<file path="config.mk">
export PLATFORM = sky130hd
export DESIGN_NAME = ppu_sched_flat
export DESIGN_NICKNAME = d
export VERILOG_FILES = /design/src/rtl/ppu_sched_if.sv /design/src/rtl/ppu_sched.sv /design/src/flat_wrapper.sv
export SDC_FILE = /design/constraint.sdc
export NUM_CORES = 1
export LEC_CHECK = 0
export ABC_AREA = 1
export CAP_MARGIN = 20
export CORE_UTILIZATION = 55
export CTS_CLUSTER_SIZE = 8
export DETAILED_ROUTE_END_ITERATION = 16
export PLACE_DENSITY = 0.79
export SLEW_MARGIN = 30
export SYNTH_ARGS = -nofsm -noshare
export SYNTH_HDL_FRONTEND = slang
export SYNTH_SLANG_ARGS = --single-unit
</file>
<file path="constraint.sdc">
create_clock -name i_clk -period 2.69 [get_ports i_clk]
set_clock_uncertainty 0.1 [all_clocks]
set_input_delay 0.4035 -clock i_clk [delete_from_list [all_inputs] [get_ports i_clk]]
set_output_delay 0.4035 -clock i_clk [all_outputs]
set_load 0.02 [all_outputs]
</file>
<file path="src/rtl/ppu_sched_if.sv">
// Command handshake bundle for the PPU scheduler.
// master drives the job request; slave (scheduler) returns ready.
`timescale 1ns/1ps
interface ppu_sched_if #(
  parameter int ADDR_W = 10,
  parameter int CNT_W  = 8
);
  logic              i_cmd_valid;
  logic              o_cmd_ready;
  logic [1:0]        i_cmd_mode;
  logic              i_cmd_relu_en;
  logic [CNT_W-1:0]  i_cmd_tiles;
  logic [ADDR_W-1:0] i_cmd_base;

  modport master (
    output i_cmd_valid,
    output i_cmd_mode,
    output i_cmd_relu_en,
    output i_cmd_tiles,
    output i_cmd_base,
    input  o_cmd_ready
  );

  modport slave (
    input  i_cmd_valid,
    input  i_cmd_mode,
    input  i_cmd_relu_en,
    input  i_cmd_tiles,
    input  i_cmd_base,
    output o_cmd_ready
  );
endinterface

</file>
<file path="src/rtl/ppu_sched.sv">
// PPU scheduler: walks accumulator tiles in MAX then CALC windows of
// AD reads each, pulsing o_ppu_start per window; ends in DRAIN until
// the PPU reports finish. Ports: cmd (job handshake), i_stall,
// o_acc_rd_en/addr, o_ppu_start/mode/relu_en, i_ppu_finish, o_pass,
// o_busy/o_done/o_err. Clock i_clk, async active-low reset i_rst_n.
// Option: PPU_SCHED_TIMEOUT_EN aborts DRAIN after 256 idle cycles.
`timescale 1ns/1ps
module ppu_sched #(
  parameter int AD     = 16,
  parameter int ADDR_W = 10,
  parameter int CNT_W  = 8
) (
  input  logic              i_clk,
  input  logic              i_rst_n,
  ppu_sched_if.slave        cmd,
  input  logic              i_stall,
  output logic              o_acc_rd_en,
  output logic [ADDR_W-1:0] o_acc_rd_addr,
  output logic              o_ppu_start,
  output logic [1:0]        o_ppu_mode,
  output logic              o_ppu_relu_en,
  input  logic              i_ppu_finish,
  output logic              o_pass,
  output logic              o_busy,
  output logic              o_done,
  output logic              o_err
);

  localparam int KW = (AD > 1) ? $clog2(AD) : 1;
  localparam logic [KW-1:0] K_LAST = KW'(AD - 1);
  localparam logic [ADDR_W-1:0] AD_STEP = ADDR_W'(AD);

  typedef enum logic [2:0] {
    S_IDLE,
    S_MAX,
    S_CALC,
    S_GAP,
    S_DRAIN
  } state_t;

  state_t            state_q, state_d;
  logic              pass_q, pass_d;
  logic              turn_q, turn_d;
  logic [1:0]        mode_q, mode_d;
  logic              relu_q, relu_d;
  logic [CNT_W-1:0]  tiles_q, tiles_d;
  logic [CNT_W-1:0]  t_q, t_d;
  logic [KW-1:0]     k_q, k_d;
  logic [ADDR_W-1:0] base_q, base_d;
  logic [ADDR_W-1:0] tbase_q, tbase_d;
  logic              done_q, done_d;
  logic              err_q, err_d;
  logic              last_tile;
`ifdef PPU_SCHED_TIMEOUT_EN
  logic [7:0]        dcnt_q, dcnt_d;
`endif

  assign last_tile = (t_q == tiles_q - 1'b1);

  always_ff @(posedge i_clk or negedge i_rst_n) begin
    if (!i_rst_n) begin
      state_q <= S_IDLE;
      pass_q  <= 1'b0;
      turn_q  <= 1'b0;
      mode_q  <= '0;
      relu_q  <= 1'b0;
      tiles_q <= '0;
      t_q     <= '0;
      k_q     <= '0;
      base_q  <= '0;
      tbase_q <= '0;
      done_q  <= 1'b0;
      err_q   <= 1'b0;
`ifdef PPU_SCHED_TIMEOUT_EN
      dcnt_q  <= '0;
`endif
    end else begin
      state_q <= state_d;
      pass_q  <= pass_d;
      turn_q  <= turn_d;
      mode_q  <= mode_d;
      relu_q  <= relu_d;
      tiles_q <= tiles_d;
      t_q     <= t_d;
      k_q     <= k_d;
      base_q  <= base_d;
      tbase_q <= tbase_d;
      done_q  <= done_d;
      err_q   <= err_d;
`ifdef PPU_SCHED_TIMEOUT_EN
      dcnt_q  <= dcnt_d;
`endif
    end
  end

  always_comb begin
    state_d       = state_q;
    pass_d        = pass_q;
    turn_d        = turn_q;
    mode_d        = mode_q;
    relu_d        = relu_q;
    tiles_d       = tiles_q;
    t_d           = t_q;
    k_d           = k_q;
    base_d        = base_q;
    tbase_d       = tbase_q;
    done_d        = 1'b0;
    err_d         = 1'b0;
    o_ppu_start   = 1'b0;
    o_acc_rd_en   = 1'b0;
    o_acc_rd_addr = tbase_q + ADDR_W'(k_q);
`ifdef PPU_SCHED_TIMEOUT_EN
    dcnt_d        = '0;
`endif

    unique case (state_q)
      S_IDLE: begin
        if (cmd.i_cmd_valid) begin
          unique case (1'b1)
            (cmd.i_cmd_mode == 2'd3): begin
              err_d = 1'b1;
            end
            (cmd.i_cmd_tiles == '0): begin
              mode_d = cmd.i_cmd_mode;
              relu_d = cmd.i_cmd_relu_en;
              done_d = 1'b1;
            end
            default: begin
              mode_d  = cmd.i_cmd_mode;
              relu_d  = cmd.i_cmd_relu_en;
              tiles_d = cmd.i_cmd_tiles;
              base_d  = cmd.i_cmd_base;
              tbase_d = cmd.i_cmd_base;
              t_d     = '0;
              k_d     = '0;
              turn_d  = 1'b0;
              pass_d  = (cmd.i_cmd_mode == 2'd0);
              state_d = S_GAP;
            end
          endcase
        end
      end

      // First GAP cycle after a window is a forced turnaround so
      // successive starts land AD+1 cycles apart.
      S_GAP: begin
        if (turn_q) begin
          turn_d = 1'b0;
        end else if (!i_stall) begin
          o_ppu_start = 1'b1;
          o_acc_rd_en = 1'b1;
          k_d         = k_q + 1'b1;
          state_d     = pass_q ? S_CALC : S_MAX;
        end
      end

      S_MAX, S_CALC: begin
        o_acc_rd_en = 1'b1;
        k_d         = k_q + 1'b1;
        if (k_q == K_LAST) begin
          k_d    = '0;
          turn_d = 1'b1;
          if (last_tile) begin
            t_d     = '0;
            tbase_d = base_q;
            if (state_q == S_MAX) begin
              pass_d  = 1'b1;
              state_d = S_GAP;
            end else begin
              state_d = S_DRAIN;
            end
          end else begin
            t_d     = t_q + 1'b1;
            tbase_d = tbase_q + AD_STEP;
            state_d = S_GAP;
          end
        end
      end

      S_DRAIN: begin
        if (i_ppu_finish) begin
          done_d  = 1'b1;
          state_d = S_IDLE;
        end
`ifdef PPU_SCHED_TIMEOUT_EN
        else if (dcnt_q == 8'hFF) begin
          err_d   = 1'b1;
          state_d = S_IDLE;
        end else begin
          dcnt_d = dcnt_q + 1'b1;
        end
`endif
      end

      default: state_d = S_IDLE;
    endcase
  end

  assign cmd.o_cmd_ready = (state_q == S_IDLE);
  assign o_busy          = (state_q != S_IDLE);
  assign o_pass          = pass_q;
  assign o_ppu_mode      = mode_q;
  assign o_ppu_relu_en   = relu_q;
  assign o_done          = done_q;
  assign o_err           = err_q;

endmodule

</file>
<file path="src/flat_wrapper.sv">
// flat-port wrapper written by rule: the top's interface ports become plain ports
module ppu_sched_flat 
#(
  parameter int AD     = 16,
  parameter int ADDR_W = 10,
  parameter int CNT_W  = 8
)
  (i_clk, i_rst_n, i_stall, o_acc_rd_en, o_acc_rd_addr, o_ppu_start, o_ppu_mode, o_ppu_relu_en, i_ppu_finish, o_pass, o_busy, o_done, o_err, cmd_i_cmd_valid, cmd_i_cmd_mode, cmd_i_cmd_relu_en, cmd_i_cmd_tiles, cmd_i_cmd_base, cmd_o_cmd_ready);
  ppu_sched_if #(.ADDR_W(ADDR_W), .CNT_W(CNT_W)) cmd_i ();
  input  logic i_clk;
  input  logic i_rst_n;
  input  logic i_stall;
  output logic o_acc_rd_en;
  output logic [ADDR_W-1:0] o_acc_rd_addr;
  output logic o_ppu_start;
  output logic [1:0] o_ppu_mode;
  output logic o_ppu_relu_en;
  input  logic i_ppu_finish;
  output logic o_pass;
  output logic o_busy;
  output logic o_done;
  output logic o_err;
  input wire logic [$bits(cmd_i.i_cmd_valid)-1:0] cmd_i_cmd_valid;
  input wire logic [$bits(cmd_i.i_cmd_mode)-1:0] cmd_i_cmd_mode;
  input wire logic [$bits(cmd_i.i_cmd_relu_en)-1:0] cmd_i_cmd_relu_en;
  input wire logic [$bits(cmd_i.i_cmd_tiles)-1:0] cmd_i_cmd_tiles;
  input wire logic [$bits(cmd_i.i_cmd_base)-1:0] cmd_i_cmd_base;
  output wire logic [$bits(cmd_i.o_cmd_ready)-1:0] cmd_o_cmd_ready;
  assign cmd_i.i_cmd_valid = cmd_i_cmd_valid;
  assign cmd_i.i_cmd_mode = cmd_i_cmd_mode;
  assign cmd_i.i_cmd_relu_en = cmd_i_cmd_relu_en;
  assign cmd_i.i_cmd_tiles = cmd_i_cmd_tiles;
  assign cmd_i.i_cmd_base = cmd_i_cmd_base;
  assign cmd_o_cmd_ready = cmd_i.o_cmd_ready;
  ppu_sched #(.AD(AD), .ADDR_W(ADDR_W), .CNT_W(CNT_W)) u_core (.i_clk(i_clk), .i_rst_n(i_rst_n), .cmd(cmd_i), .i_stall(i_stall), .o_acc_rd_en(o_acc_rd_en), .o_acc_rd_addr(o_acc_rd_addr), .o_ppu_start(o_ppu_start), .o_ppu_mode(o_ppu_mode), .o_ppu_relu_en(o_ppu_relu_en), .i_ppu_finish(i_ppu_finish), .o_pass(o_pass), .o_busy(o_busy), .o_done(o_done), .o_err(o_err));
endmodule
</file>
# Word level (Yosys, flattened, before mapping)
# Cells that the tools add are included.
word_totals:
  ff_bits: 50
  in_bits: 26
  output_inout_bits: 20
  elab_cells: 96
op_classes:
  n_eq_ne: 15
  n_mux: 47
  n_bitwise: 2
  reduce_logical: 15
  add_sub_neg: 5
op_table:
  columns: ["op", "count"]
  rows:
  - ["2-to-1 mux 10 bit", 4]
  - ["2-to-1 mux 8 bit", 4]
  - ["2-to-1 mux 3 bit", 8]
  - ["2-to-1 mux 4 bit", 5]
  - ["case mux 10 bit (2 select lines)", 1]
  - ["2-to-1 mux 1 bit", 17]
  - ["case mux 8 bit (2 select lines)", 1]
  - ["case mux 3 bit (4 select lines)", 1]
  - ["case mux 4 bit (3 select lines)", 1]
  - ["AND reduction 6 bit", 2]
  - ["adder 10 x 4 -> 10 bit", 1]
  - ["adder 10 x 5 -> 10 bit (second input constant)", 1]
  - ["!= test 2 bit (second input constant)", 5]
  - ["adder 8 x 1 -> 8 bit (second input constant)", 1]
  - ["equality test 8 bit", 1]
  - ["logical NOT 8 bit", 1]
  - ["AND reduction 4 bit", 2]
  - ["subtractor 8 x 1 -> 8 bit (second input constant)", 1]
  - ["equality test 3 x 2 -> 1 bit (second input constant)", 2]
  - ["!= test 2 x 1 -> 1 bit (second input constant)", 3]
  - ["case mux 1 bit (2 select lines)", 3]
  - ["AND reduction 3 bit", 2]
  - ["nonzero test 3 bit", 2]
  - ["AND reduction 5 bit", 1]
  - ["other kinds (12)", 14]

# Logic depth before layout (Yosys ltp)
# Gate-level depths: netlist (run 1).
logic_depth:
  ltp_word: 5
  mapped_depth: 16

# Worst setup path before layout (run 1)
# Ideal clock, no wire load.
synth_path:
  path_type: "register to output"
  from: "register u_core.k_q[0]"
  to: "output port o_acc_rd_addr[6]"
  setup_slack_ps: 491
  t_arrival_ps: 1696
  n_path_buf: 0
  stages_incl_launch_ff: 7
  path_cell_list: "dfrtp_1 -> ha_1 -> inv_1 -> fa_1 -> nor2_1 -> a211oi_1 -> mux2_2"
synth_via:
  elab_chain_cells: 1
synth_lines:
  columns: ["item", "line", "text"]
  rows:
  - ["start, declared", "ppu_sched.sv:48", "logic [KW-1:0] k_q, k_d;"]
  - ["start signal, assigned", "ppu_sched.sv:85", "k_q <= k_d;"]
  - ["adder 10 x 4 -> 10 bit", "ppu_sched.sv:111", "o_acc_rd_addr = tbase_q + ADDR_W'(k_q);"]
  - ["end, declared", "flat_wrapper.sv:14", "output logic [ADDR_W-1:0] o_acc_rd_addr;"]
# Every way passes these cells.

# Worst setup path in the final report (run 1)
layout_path:
  from: "register u_core.tbase_q[2]"
  to: "output port o_acc_rd_addr[7]"
layout_via:
  elab_chain_cells: 1
layout_lines:
  columns: ["item", "line", "text"]
  rows:
  - ["start, declared", "ppu_sched.sv:50", "logic [ADDR_W-1:0] tbase_q, tbase_d;"]
  - ["start signal, assigned", "ppu_sched.sv:87", "tbase_q <= tbase_d;"]
  - ["adder 10 x 4 -> 10 bit", "ppu_sched.sv:111", null]
# Every way passes these cells.

==> results of run 1 <==
[cell families after synthesis]
family,count (synthesis)
DFF,50
AOI/OAI and AO/OA,45
xor gates and xnor gates,17
buffers and inverters,62
muxes,2
adders and majority gates,9
and+or+nand+nor,228
[metal layers]
layer / wire, um / global-route usage, % / vias to the layer above / part of all wire (%)
met3: 353 / 4.82 / 12 / 4.9
met1: 3100 / 32.5 / 1344 / 43
met4: 111 / 9.43 / 0 / 1.6
li1: - / - / 1429 / -
met2: 3590 / 42.7 / 88 / 50
met5: 0 / 0 / - / 0
[state kept, by name, summed over array words and instances (netlist names)]
signal and cells:
u_core.tbase_q 10, u_core.o_done 1, u_core.state_q 3, u_core.k_q 4
u_core.o_err 1, u_core.t_q 8, u_core.base_q 10, u_core.o_pass 1
u_core.tiles_q 8, u_core.turn_q 1, u_core.o_ppu_mode 2, u_core.o_ppu_relu_en 1
[where the power goes]
part | switching (uW) | leakage [uW] | internal [uW]
clock network | 246 | 0.0000482 | 208
registers | 272 | 0.000628 | 1060
logic | 1540 | 0.00118 | 1020
[per-stage QoR]
step / cell area, um2 / setup TNS (ns) / hold WS, ns / std cells / setup WS, ns
2_1_floorplan: 3130 / 0 / 0.00791 / 413 / 0.491
3_3_place_gp: 3650 / 0 / 0.230 / 527 / 0.0875
3_5_place_dp: 3650 / 0 / 0.234 / 527 / 0.0242
4_1_cts: 3750 / -0.0168 / 0.382 / 536 / -0.0168
5_1_grt: 3780 / -0.00725 / 0.408 / 537 / -0.00725
6_report: 3780 / 0 / 0.383 / 537 / 0.105
[synthesized netlist by cell type, types with 3 or more instances]
library cell and count:
sky130_fd_sc_hd__a21oi_1 14, sky130_fd_sc_hd__buf_2 6, sky130_fd_sc_hd__clkbuf_1 3, sky130_fd_sc_hd__dfrtp_1 50, sky130_fd_sc_hd__ha_1 8, sky130_fd_sc_hd__inv_1 43
sky130_fd_sc_hd__inv_2 6, sky130_fd_sc_hd__nand2_1 119, sky130_fd_sc_hd__nand2_2 3, sky130_fd_sc_hd__nand3_1 36, sky130_fd_sc_hd__nand4_1 13, sky130_fd_sc_hd__nor2_1 32
sky130_fd_sc_hd__nor2_2 5, sky130_fd_sc_hd__nor3_1 3, sky130_fd_sc_hd__nor3_2 5, sky130_fd_sc_hd__o21ai_0 21, sky130_fd_sc_hd__or2_2 4, sky130_fd_sc_hd__xnor2_1 4
sky130_fd_sc_hd__xor2_1 13
[worst paths after layout]
path / startpoint / to / slack, ns
max: u_core.tbase_q[2] / o_acc_rd_addr[7] / 0.11
min: u_core.base_q[0] / u_core.base_q[0] / 0.38
max reg2reg: u_core.tiles_q[0] / u_core.tbase_q[1] / 0.24
min reg2reg: u_core.base_q[0] / u_core.base_q[0] / 0.38
max in group asynchronous: i_rst_n / u_core.tiles_q[0] / 1.48
min in group asynchronous: i_rst_n / u_core.tiles_q[4] / 0.44
[worst max-delay path: stages, from the launching register on]
cell and delay, ns:
sky130_fd_sc_hd__dfrtp_1 0.42, sky130_fd_sc_hd__ha_4 0.27, sky130_fd_sc_hd__a21oi_1 0.13, sky130_fd_sc_hd__nand2_1 0.12, sky130_fd_sc_hd__a21oi_2 0.21, sky130_fd_sc_hd__mux2_2 0.35
sky130_fd_sc_hd__clkdlybuf4s15_1 0.28
[timing repair]
action | in CTS | in global routing
hold buffers | 1 | 0
pin swaps | 0 | 1
resized for setup | 8 | 10
setup endpoints to repair | 6 | 7
buffers inserted | 0 | 1
endpoints found under the hold margin | 14 | 0
[cell type report]
type / count / area [um2] / share of cell area [%]
Tap cell: 72 / 90.1 / 2.39
Clock buffer: 7 / 86.3 / 2.29
Multi-Input combinational cell: 301 / 1630 / 43.0
Timing Repair Buffer: 56 / 523 / 13.9
Sequential cell: 50 / 1250 / 33.1
Inverter: 50 / 195 / 5.17
Clock inverter: 1 / 5.00 / 0.133
[placed cells by master (no fill, tap or decap), drive strengths merged]
| cell | instances |
|---|---|
| or2 | 4 |
| clkdlybuf4s50 | 36 |
| nand4 | 13 |
| nor3 | 9 |
| and3 | 2 |
| o22a | 1 |
| clkdlybuf4s15 | 2 |
| xnor2 | 4 |
| a31oi | 2 |
| ha | 8 |
| mux2 | 2 |
| a22oi | 1 |
| nor2 | 40 |
| o211a | 1 |
| a21oi | 15 |
| xor2 | 13 |
| clkinv | 1 |
| nand3b | 1 |
| fa | 1 |
| clkbuf | 9 |
| buf | 11 |
| dlygate4sd3 | 1 |
| a211oi | 1 |
| dlymetal6s2s | 2 |
| o31ai | 1 |
| dfrtp | 50 |
| inv | 50 |
| dlygate4sd2 | 2 |
| nand3 | 36 |
| nand2 | 123 |
| o21ai | 23 |
==> metrics list, run 1 <==
* Depth of the worst register-to-register path: 14
- For the worst-skew pair, the clock arrives at the later sink with an insertion delay of around 0.3 ns.
- The synthesized netlist devotes ~3.8% of its cell area to adder and majority cells.
- Max capacitance violation total: 0
- Post-synthesis sequential element count: 50
* Post-synth top area cell: sky130_fd_sc_hd__dfrtp_1
- Simple-gate area share of the yosys netlist: about a third
- Num CTS Buffers: 5
* Maximum vdd drop: 0.000714 V
- Fraction of layout instances using a drive strength above 1: 11.8%
- Type of destination of the critical path: output port
- Required time of the worst setup path: between 2 and 2.5 ns
- Top_reg_cell synth: sky130_fd_sc_hd__dfrtp_1
- Post-synthesis share of cell area spent on xor and xnor gates: under 10%
- After floorplanning, the core was sized to cover about 5500 um2.
- The synthesized netlist devotes under 10% of its cell area to compound gates.
- Count of yosys warnings during synthesis: 0
* Final max-slew violation count: 0
- Headroom to the max-slew limit came out at approximately 70%.
* Cell leakage power: roughly 0.0019 uW
- The initial antenna violation count was 0.
- When the netlist entered floorplanning its net count stood at around 450.
* Result of the run: completed
* Number of instances in the synthesized netlist: about 410
- The H-tree was split into 2 levels.
* TritonCTS clock tree: done
- The routed design could run at a clock period as short as 2.58 ns.
- In this run the remaining antenna-violating nets after routing total 0.
* Wire length of the first global-routing pass: 12100 um
- Main combinational cell family by area after synthesis: simple AND/OR/NAND/NOR gates
- Critical path class: flop to output port
- Clock slew at the register clock pins of the worst setup and hold paths: approximately 0.09 ns
- The final hold violation count was 0.
- The average instance in the mapped netlist occupies between 7 and 8 um2.
- Of the available clock period, the critical path in the final layout requires 96.1%.
* Sum of routed wire length over all layers: 7150 um
- The completed layout was analyzed and its total power is ~4300 uW.
* Main area contributors after synthesis: sky130_fd_sc_hd__dfrtp_1 40%, sky130_fd_sc_hd__nand2_1 14%, sky130_fd_sc_hd__nand3_1 5.8%
* Width of the die: 77.4 um
* Worst hold stages: 2
- Across every metal layer, demand over resource in global routing totals 25.4%.
- Ratio of total power to cell area: ~1200 nW/um2
- Die outline area: about 6000 um2
* Area of the mapped netlist: 3130 um2
- Compared with the post-synthesis result, the final layout area differs by 20.7%.
* Number of vias after detailed routing: 2873
- Starting Density: between 50 and 60%
- Setup violations remaining at the end of the flow were counted as 0.
- The longest clock path from root to sink contains 2 buffers.
* Fraction of the core area covered by cells at the end of the flow: 68.6%
- The worst setup path is launched from a flop.
- Derived from the worst setup path, the maximum achievable clock frequency is between 300 and 400 MHz.
- Pin count of the biggest net entering global routing: 20
- Yosys mapped a number of flops with a built-in enable equal to 0.
* Top-level port count: 46
* Worst slew pin tran: between 0.4 and 0.5 ns
- Layout Nets: 499
- Fraction of synthesized cell area taken by the top area cell type: approximately 40%
- The HPWL after detailed placement is 5280 um.
* Number of DRC markers in iteration 0: between 200 and 250
* Global route overflow: 0
* Routed wire length per instance: around 13 um
- Number of diodes added for antenna fixing: 0
* Final GP Congestion: between 0.9 and 1
- Remaining DRCs: 0
* Number of buffers added on ports: between 40 and 50
* Share of synthesized registers carrying an async set or reset: between 90% and 100%
- The tree is rooted in a sky130_fd_sc_hd__clkbuf_8.
* Number of library cell types mapped by synthesis: 38
- The number of global-route vias before repair came to roughly 2700.
- Sequential elements use around two fifths of the synthesized area.
- Fill cells in the final layout number 460.
- Proportion of synthesized area in mux cells: less than 1%
- WP data arrival: 2.08 ns
- Class of the most critical hold timing path: flop to flop
- Die extent in y: 77.4 um
- Crit-path max FO: 4
* Number of clock sinks: 50
* Row cnt: 27
- Drt first pass iters: 6
* Vias per cell: 5.35
(Power assumes the default switching activity.)
==> run 2: changes to the inputs <==
==> constraint.sdc (replaced) <==
create_clock -name i_clk -period 2.7 [get_ports i_clk]
set_clock_uncertainty 0.1 [all_clocks]
set_input_delay 0.405 -clock i_clk [delete_from_list [all_inputs] [get_ports i_clk]]
set_output_delay 0.405 -clock i_clk [all_outputs]
set_load 0.02 [all_outputs]
==> metrics list, run 2 (synthesis results as in run 1) <==
- The worst register-to-register path begins at u_core.tiles_q[0].
- The finished cells cover between 3000 and 4000 um2.
- At the end of the flow, the number of nets in the layout was about 500.
- Cell leakage power: about 0.0018 uW
* Initial antenna violation count: 0
* Critical path class: flop to output port
* Number of buffers added on ports: 45
* WP data arrival: 2.12 ns
- Top layer reached by signal wires: met4
- At the pin with the least slew margin, the transition time is 0.640 ns.
- Wire length of the first global-routing pass: 12500 um
- Clock latency on the worst-skew pair, taken at its later pin, is about 0.31 ns.
* Vias in the first global route: between 2000 and 3000
- In the finished design, the share of the clock period the worst path needs comes to between 90% and 100%.
- In this run the deepest clock path goes through 2 buffers.
- Regs by FF count: u_core.base_q (10), u_core.tbase_q (10)
- Footprint of the multi-input gates: ~1600 um2
- TritonCTS built the clock tree.
- Wire length the detailed router placed on met1: 3150 um
- Ratio of total power to cell area: about 1100 nW/um2
- Crit path from: u_core.k_q[2]
- In the layout the commonest cells are 119 x sky130_fd_sc_hd__nand2_1, 50 x sky130_fd_sc_hd__dfrtp_1, 43 x sky130_fd_sc_hd__inv_1.
- The design draws approximately 4300 uW.
- Chain of cells forming the critical path: ha_4 -> a21oi_1 -> nand2_1 -> a21oi_2 -> mux2_2 -> dlygate4sd2_1
* Post-layout min period: 2.63 ns
* Num CTS Buffers: 5
- Number of diodes added for antenna fixing: 0
- Dividing the detail-routed via count by the number of cells gives 5.39.
* Pin count of the biggest net entering global routing: just over 50
* Worst slack after detailed placement: ~0.042 ns
* Top-level port count: 46
* Startpoint type of the worst setup path: flop
* Area after DPL: 3650 um2
- Once detail routing completed, the nets flagged for antenna violations numbered 0.
* Max Fclk: around 380 MHz
- Required time of the worst setup path: around 2.2 ns
- At the end of routability-driven placement, the weighted congestion stood at between 0.9 and 1.
- For this run the aggregate overflow at the end of global routing stands at 0.
* Relative slew slack: 57.3%
- Summed over all nets, wire length on met3 after detailed routing comes to roughly 320 um.
* Fin cells: 535
* Drt first pass iters: 5
- Max capacitance violation total: 0
* Hold violation total from the final report: 0
* Clock slew at the register clock pins of the worst setup and hold paths: around 0.090 ns
* Remaining DRCs: 0
- On the critical path, the stage with the largest delay is an instance of sky130_fd_sc_hd__dfrtp_1.
- Footprint of the flip-flops and latches: roughly 1300 um2
- After the first detailed-routing iteration, the DRC count stood at 246.
- Row generation in the floorplan step produced 27 rows.
* Setup-violating endpoint count in the final report: 0
- The worst hold path belongs to the class input pin to async pin.
- CTS saw 50 sinks.
- Detailed placement ended at an HPWL of 5240 um.
* Floorplan Core Area: between 5000 and 6000 um2
- Counting tap cells, the placed design contains a total of 527 instances.
- The run finished with clean final reports.
* Number of vias after detailed routing: around 2900
- Final setup margin: ~0.073 ns
* All-Layer GR Usage: about a quarter
- STA classifies the critical path endpoint as an output port.
- Layout-stage area growth over the synthesis result: 20.2%
- Width of the die: about 77 um
* Die extent in y: ~77 um
* Detailed route wirelength on metal2: around 3500 um
* # fillers: 465
* Maximum vdd drop: 0.000754 V
- Clock tree root buffer cell: sky130_fd_sc_hd__clkbuf_8
- Setup repair after global routing could not meet its margin everywhere.
- Crit-path max FO: 4
- Cells fill between 60% and 70% of the core in the end.
- The initial utilization of the core area, before any placement, comes to between 50% and 60%.
- Cells with a size suffix above 1 make up around 12% of the layout.
* Commonest non-fill, non-tap cell in the layout: sky130_fd_sc_hd__nand2_1
- Routed wire length per instance: 13.3 um
- The max-slew violation count came to 0.
* Number of levels in the clock H-tree: 2
- After detailed routing, the total wire length is roughly 7100 um.
- The floorplan step defined a die boundary enclosing 6000 um2.
* Maximum cell stage delay along the critical path: between 0.4 and 0.5 ns
## run 2: final timing paths
kind                                     end  slack (ns)  cells past startpoint
max                         o_acc_rd_addr[7]        0.07                      6
min                        u_core.tiles_q[2]        0.10                      2
max reg2reg                u_core.tbase_q[0]        0.24                     14
min reg2reg                 u_core.base_q[2]        0.38                      2
min in group i_clk          u_core.base_q[2]        0.38                      2
max in group asynchronous  u_core.tbase_q[0]        1.98                      2
## run 2: metrics by stage
stage	hold WS (ns)	setup TNS (ns)
2_1_floorplan	0.00941	0
3_3_place_gp	0.354	0
3_5_place_dp	0.358	0
4_1_cts	0.123	-0.0150
5_1_grt	0.159	-0.0385
6_report	0.103	0
## run 2: where the power goes
group	total, uW	switching, uW	internal, uW
Sequential	1330	271	1060
Clock	448	266	183
Combinational	2540	1530	1020
## run 2: cell type report
type	count	area share, %
inverters	50	5.12
clock buffers	5	1.83
well taps	72	2.40
clock inverters	3	0.566
repair buffers	54	13.4
multi-input cells	301	43.4
flip-flops and latches	50	33.3
## run 2: what timing repair did
| action | in CTS | in global routing |
|---|---|---|
| gates resized for setup | 9 | 6 |
| setup buffers | 0 | 0 |
| hold buffers | 0 | 0 |
| pin swaps | 0 | 1 |
| endpoints found under the setup margin | 6 | 8 |
| cloned | 0 | 0 |
## run 2: critical path, delay by kind of cell (launching register included)
family                     cells  cell delay, ns
AOI/OAI and AO/OA              2            0.34
DFF                            1            0.44
buffers and inverters          1            0.31
adders and majority gates      1            0.25
muxes                          1            0.35
and+or+nand+nor                1            0.11
## run 2: routing by layer
metal  up-vias  global-route usage [%]
li1       1418                       -
met1      1369                    32.3
met2        76                    43.5
met3        19                    5.76
met4         0                    11.3
met5         -                       0
==> run 3: changes to the inputs <==
--- a/config.mk
+++ b/config.mk
@@ -7,10 +7,12 @@
 export LEC_CHECK = 0
 export ABC_AREA = 1
 export CAP_MARGIN = 20
+export CORE_MARGIN = 8
 export CORE_UTILIZATION = 55
 export CTS_CLUSTER_SIZE = 8
 export DETAILED_ROUTE_END_ITERATION = 16
 export PLACE_DENSITY = 0.79
+export SKIP_CTS_REPAIR_TIMING = 1
 export SLEW_MARGIN = 30
 export SYNTH_ARGS = -nofsm -noshare
 export SYNTH_HDL_FRONTEND = slang
==> metrics list, run 3 (synthesis results as in run 1) <==
- Excluding fillers, the count of instances in the completed layout stands at about 540.
* Maximum vdd drop: between 0.0008 and 0.0009 V
- From synthesis to final layout, the design area changed by 20.4%.
* Final max-slew violation count: 0
* Worst slack after detailed placement: just under 0.07 ns
- Leaving out fill and tap cells, the most frequent cells in the layout are 119 x sky130_fd_sc_hd__nand2_1, 50 x sky130_fd_sc_hd__dfrtp_1, 43 x sky130_fd_sc_hd__inv_1.
* Commonest non-fill, non-tap cell in the layout: sky130_fd_sc_hd__nand2_1
- TritonCTS clock tree: done
- For the pin with the worst max-slew slack, the measured transition is 0.664 ns.
- Including well taps, the total number of placed cells is 529.
- Crit-path max FO: 2
- Buffers inserted during clock tree synthesis total 5.
- Depth of the worst register-to-register path: 14
* Clock tree root buffer cell: sky130_fd_sc_hd__clkbuf_8
- Relative slew slack: between 50% and 60%
- Row cnt: 27
- Remaining DRCs: 0
- In the final routed layout, each cell accounts on average for between 10 and 15 um.
* Width of the die: between 90 and 100 um
- The final layout contains 499 nets.
- Final setup margin: between 0.1 and 0.15 ns
* Floorplan Core Area: roughly 5500 um2
- The post-route netlist has between 10% and 20% of its cells at a drive strength greater than 1.
- Drt first pass iters: 4
* Starting Density: around 57%
* Number of clock sinks: 50
- Across all register-to-register paths, the minimum setup slack is around 0.36 ns.
- Type of destination of the critical path: output port
- Max capacitance violation total: 0
- Class of the most critical hold timing path: input pin to async pin
- The largest registers in the layout are u_core.base_q (10), u_core.tbase_q (10).
- Longest Clk Path Bufs: 2
- Fraction of the cycle the final worst path needs: a little over nine tenths
- Sum of routed wire length over all layers: 7690 um
* Startpoint type of the worst setup path: flop
* Sum Neg Setup Slack: 0 ns
- Input and output buffers added on the ports amount to between 40 and 50.
- The die covers ~8400 um2.
- The worst setup path is of the flop to output port kind.
- Max Fclk: 386 MHz
- Detailed placement ended at an HPWL of ~5700 um.
- Result of the run: completed
- In the global route stage, overall resource usage came out at about a fifth.
- Vias per cell: approximately 5.4
- Setup violations remaining at the end of the flow were counted as 0.
- Setup repair after global routing missed its margin: no
- 0 antenna diodes ended up in the layout.
- Data arrives at the worst endpoint at between 2 and 2.5 ns.
- Vias in the first global route: 2987
* Wire length of the first global-routing pass: between 10000 and 15000 um
- Global route overflow: 0
- Clock-pin slew was measured on the worst setup and hold paths at approximately 0.090 ns.
- The analysis attributes to cell leakage a power of between 0.0015 and 0.002 uW.
* Hold violation total from the final report: 0
- Hold is met by 0.0900 ns.
- Final GP Congestion: approximately 0.88
- Ratio of total power to cell area: 1150 nW/um2
- Top-level port count: between 40 and 50
- Once detail routing completed, the nets flagged for antenna violations numbered 0.
* Number of vias after detailed routing: 2904
- At the worst endpoint, the required time is around 2.2 ns.
* Initial antenna violation count: 0
* Skew-Pair Late Insertion Delay: ~0.30 ns
- Entering global routing, the biggest net connects around 50 pins.
* Number of levels in the clock H-tree: 2
- The die is between 90 and 100 um tall.
* Number of DRC markers in iteration 0: 145
* Post-layout min period: around 2.6 ns
==> run 3: cell types whose count changed in the layout (fill, tap and decap cells not counted), moves of 2 or more <==
cell | previous run | this run
sky130_fd_sc_hd__dlymetal6s2s_1 | 0 | 7
sky130_fd_sc_hd__buf_4 | 9 | 11
sky130_fd_sc_hd__dlygate4sd2_1 | 4 | 0
sky130_fd_sc_hd__clkdlybuf4s50_1 | 38 | 36
==> run 3: critical path, stage by stage, from the launching register on <==
cell	delay [ns]
sky130_fd_sc_hd__dfrtp_1	0.37
sky130_fd_sc_hd__ha_1	0.17
sky130_fd_sc_hd__inv_1	0.05
sky130_fd_sc_hd__fa_1	0.40
sky130_fd_sc_hd__xnor2_1	0.16
sky130_fd_sc_hd__clkdlybuf4s50_1	0.62
==> run 3: final cells by class <==
cell class / instances / area (um2)
Fill cell: 486 / 1740
Multi-Input combinational cell: 301 / 1610
Tap cell: 72 / 90.1
Timing Repair Buffer: 56 / 541
Clock buffer: 6 / 82.6
Inverter: 50 / 193
Sequential cell: 50 / 1250
==> run 3: worst paths after layout <==
check | end | start
worst min register to register | u_core.o_ppu_relu_en | u_core.o_ppu_relu_en
max in group asynchronous | u_core.state_q[0] | i_rst_n
worst min-delay path | u_core.o_ppu_mode[0] | i_rst_n
worst max register to register | u_core.tbase_q[1] | u_core.tiles_q[0]
min in group i_clk | u_core.o_ppu_relu_en | u_core.o_ppu_relu_en
worst max-delay path | o_acc_rd_addr[2] | u_core.tbase_q[0]
==> run 3: report_power, final <==
part / internal (uW) / switching (uW)
logic: 1020 / 1560
clock network: 198 / 245
registers: 1060 / 261
==> run 3: metal layers <==
| layer | up-vias | share of wire (%) | GRT usage (%) |
|---|---|---|---|
| li1 | 1424 | - | - |
| met1 | 1363 | 42 | 23.2 |
| met2 | 102 | 49 | 33.4 |
| met3 | 15 | 6.9 | 5.02 |
| met4 | 0 | 2.2 | 6.41 |
| met5 | - | 0 | 0 |
==> run 3: metrics by stage <==
stage	area [um2]	power [uW]	utilization, %
2_1_floorplan	3130	3060	-
3_3_place_gp	3670	3830	66.6
3_5_place_dp	3670	3920	66.6
4_1_cts	3750	4380	68.1
5_1_grt	3770	4730	68.4
6_report	3770	4340	68.4
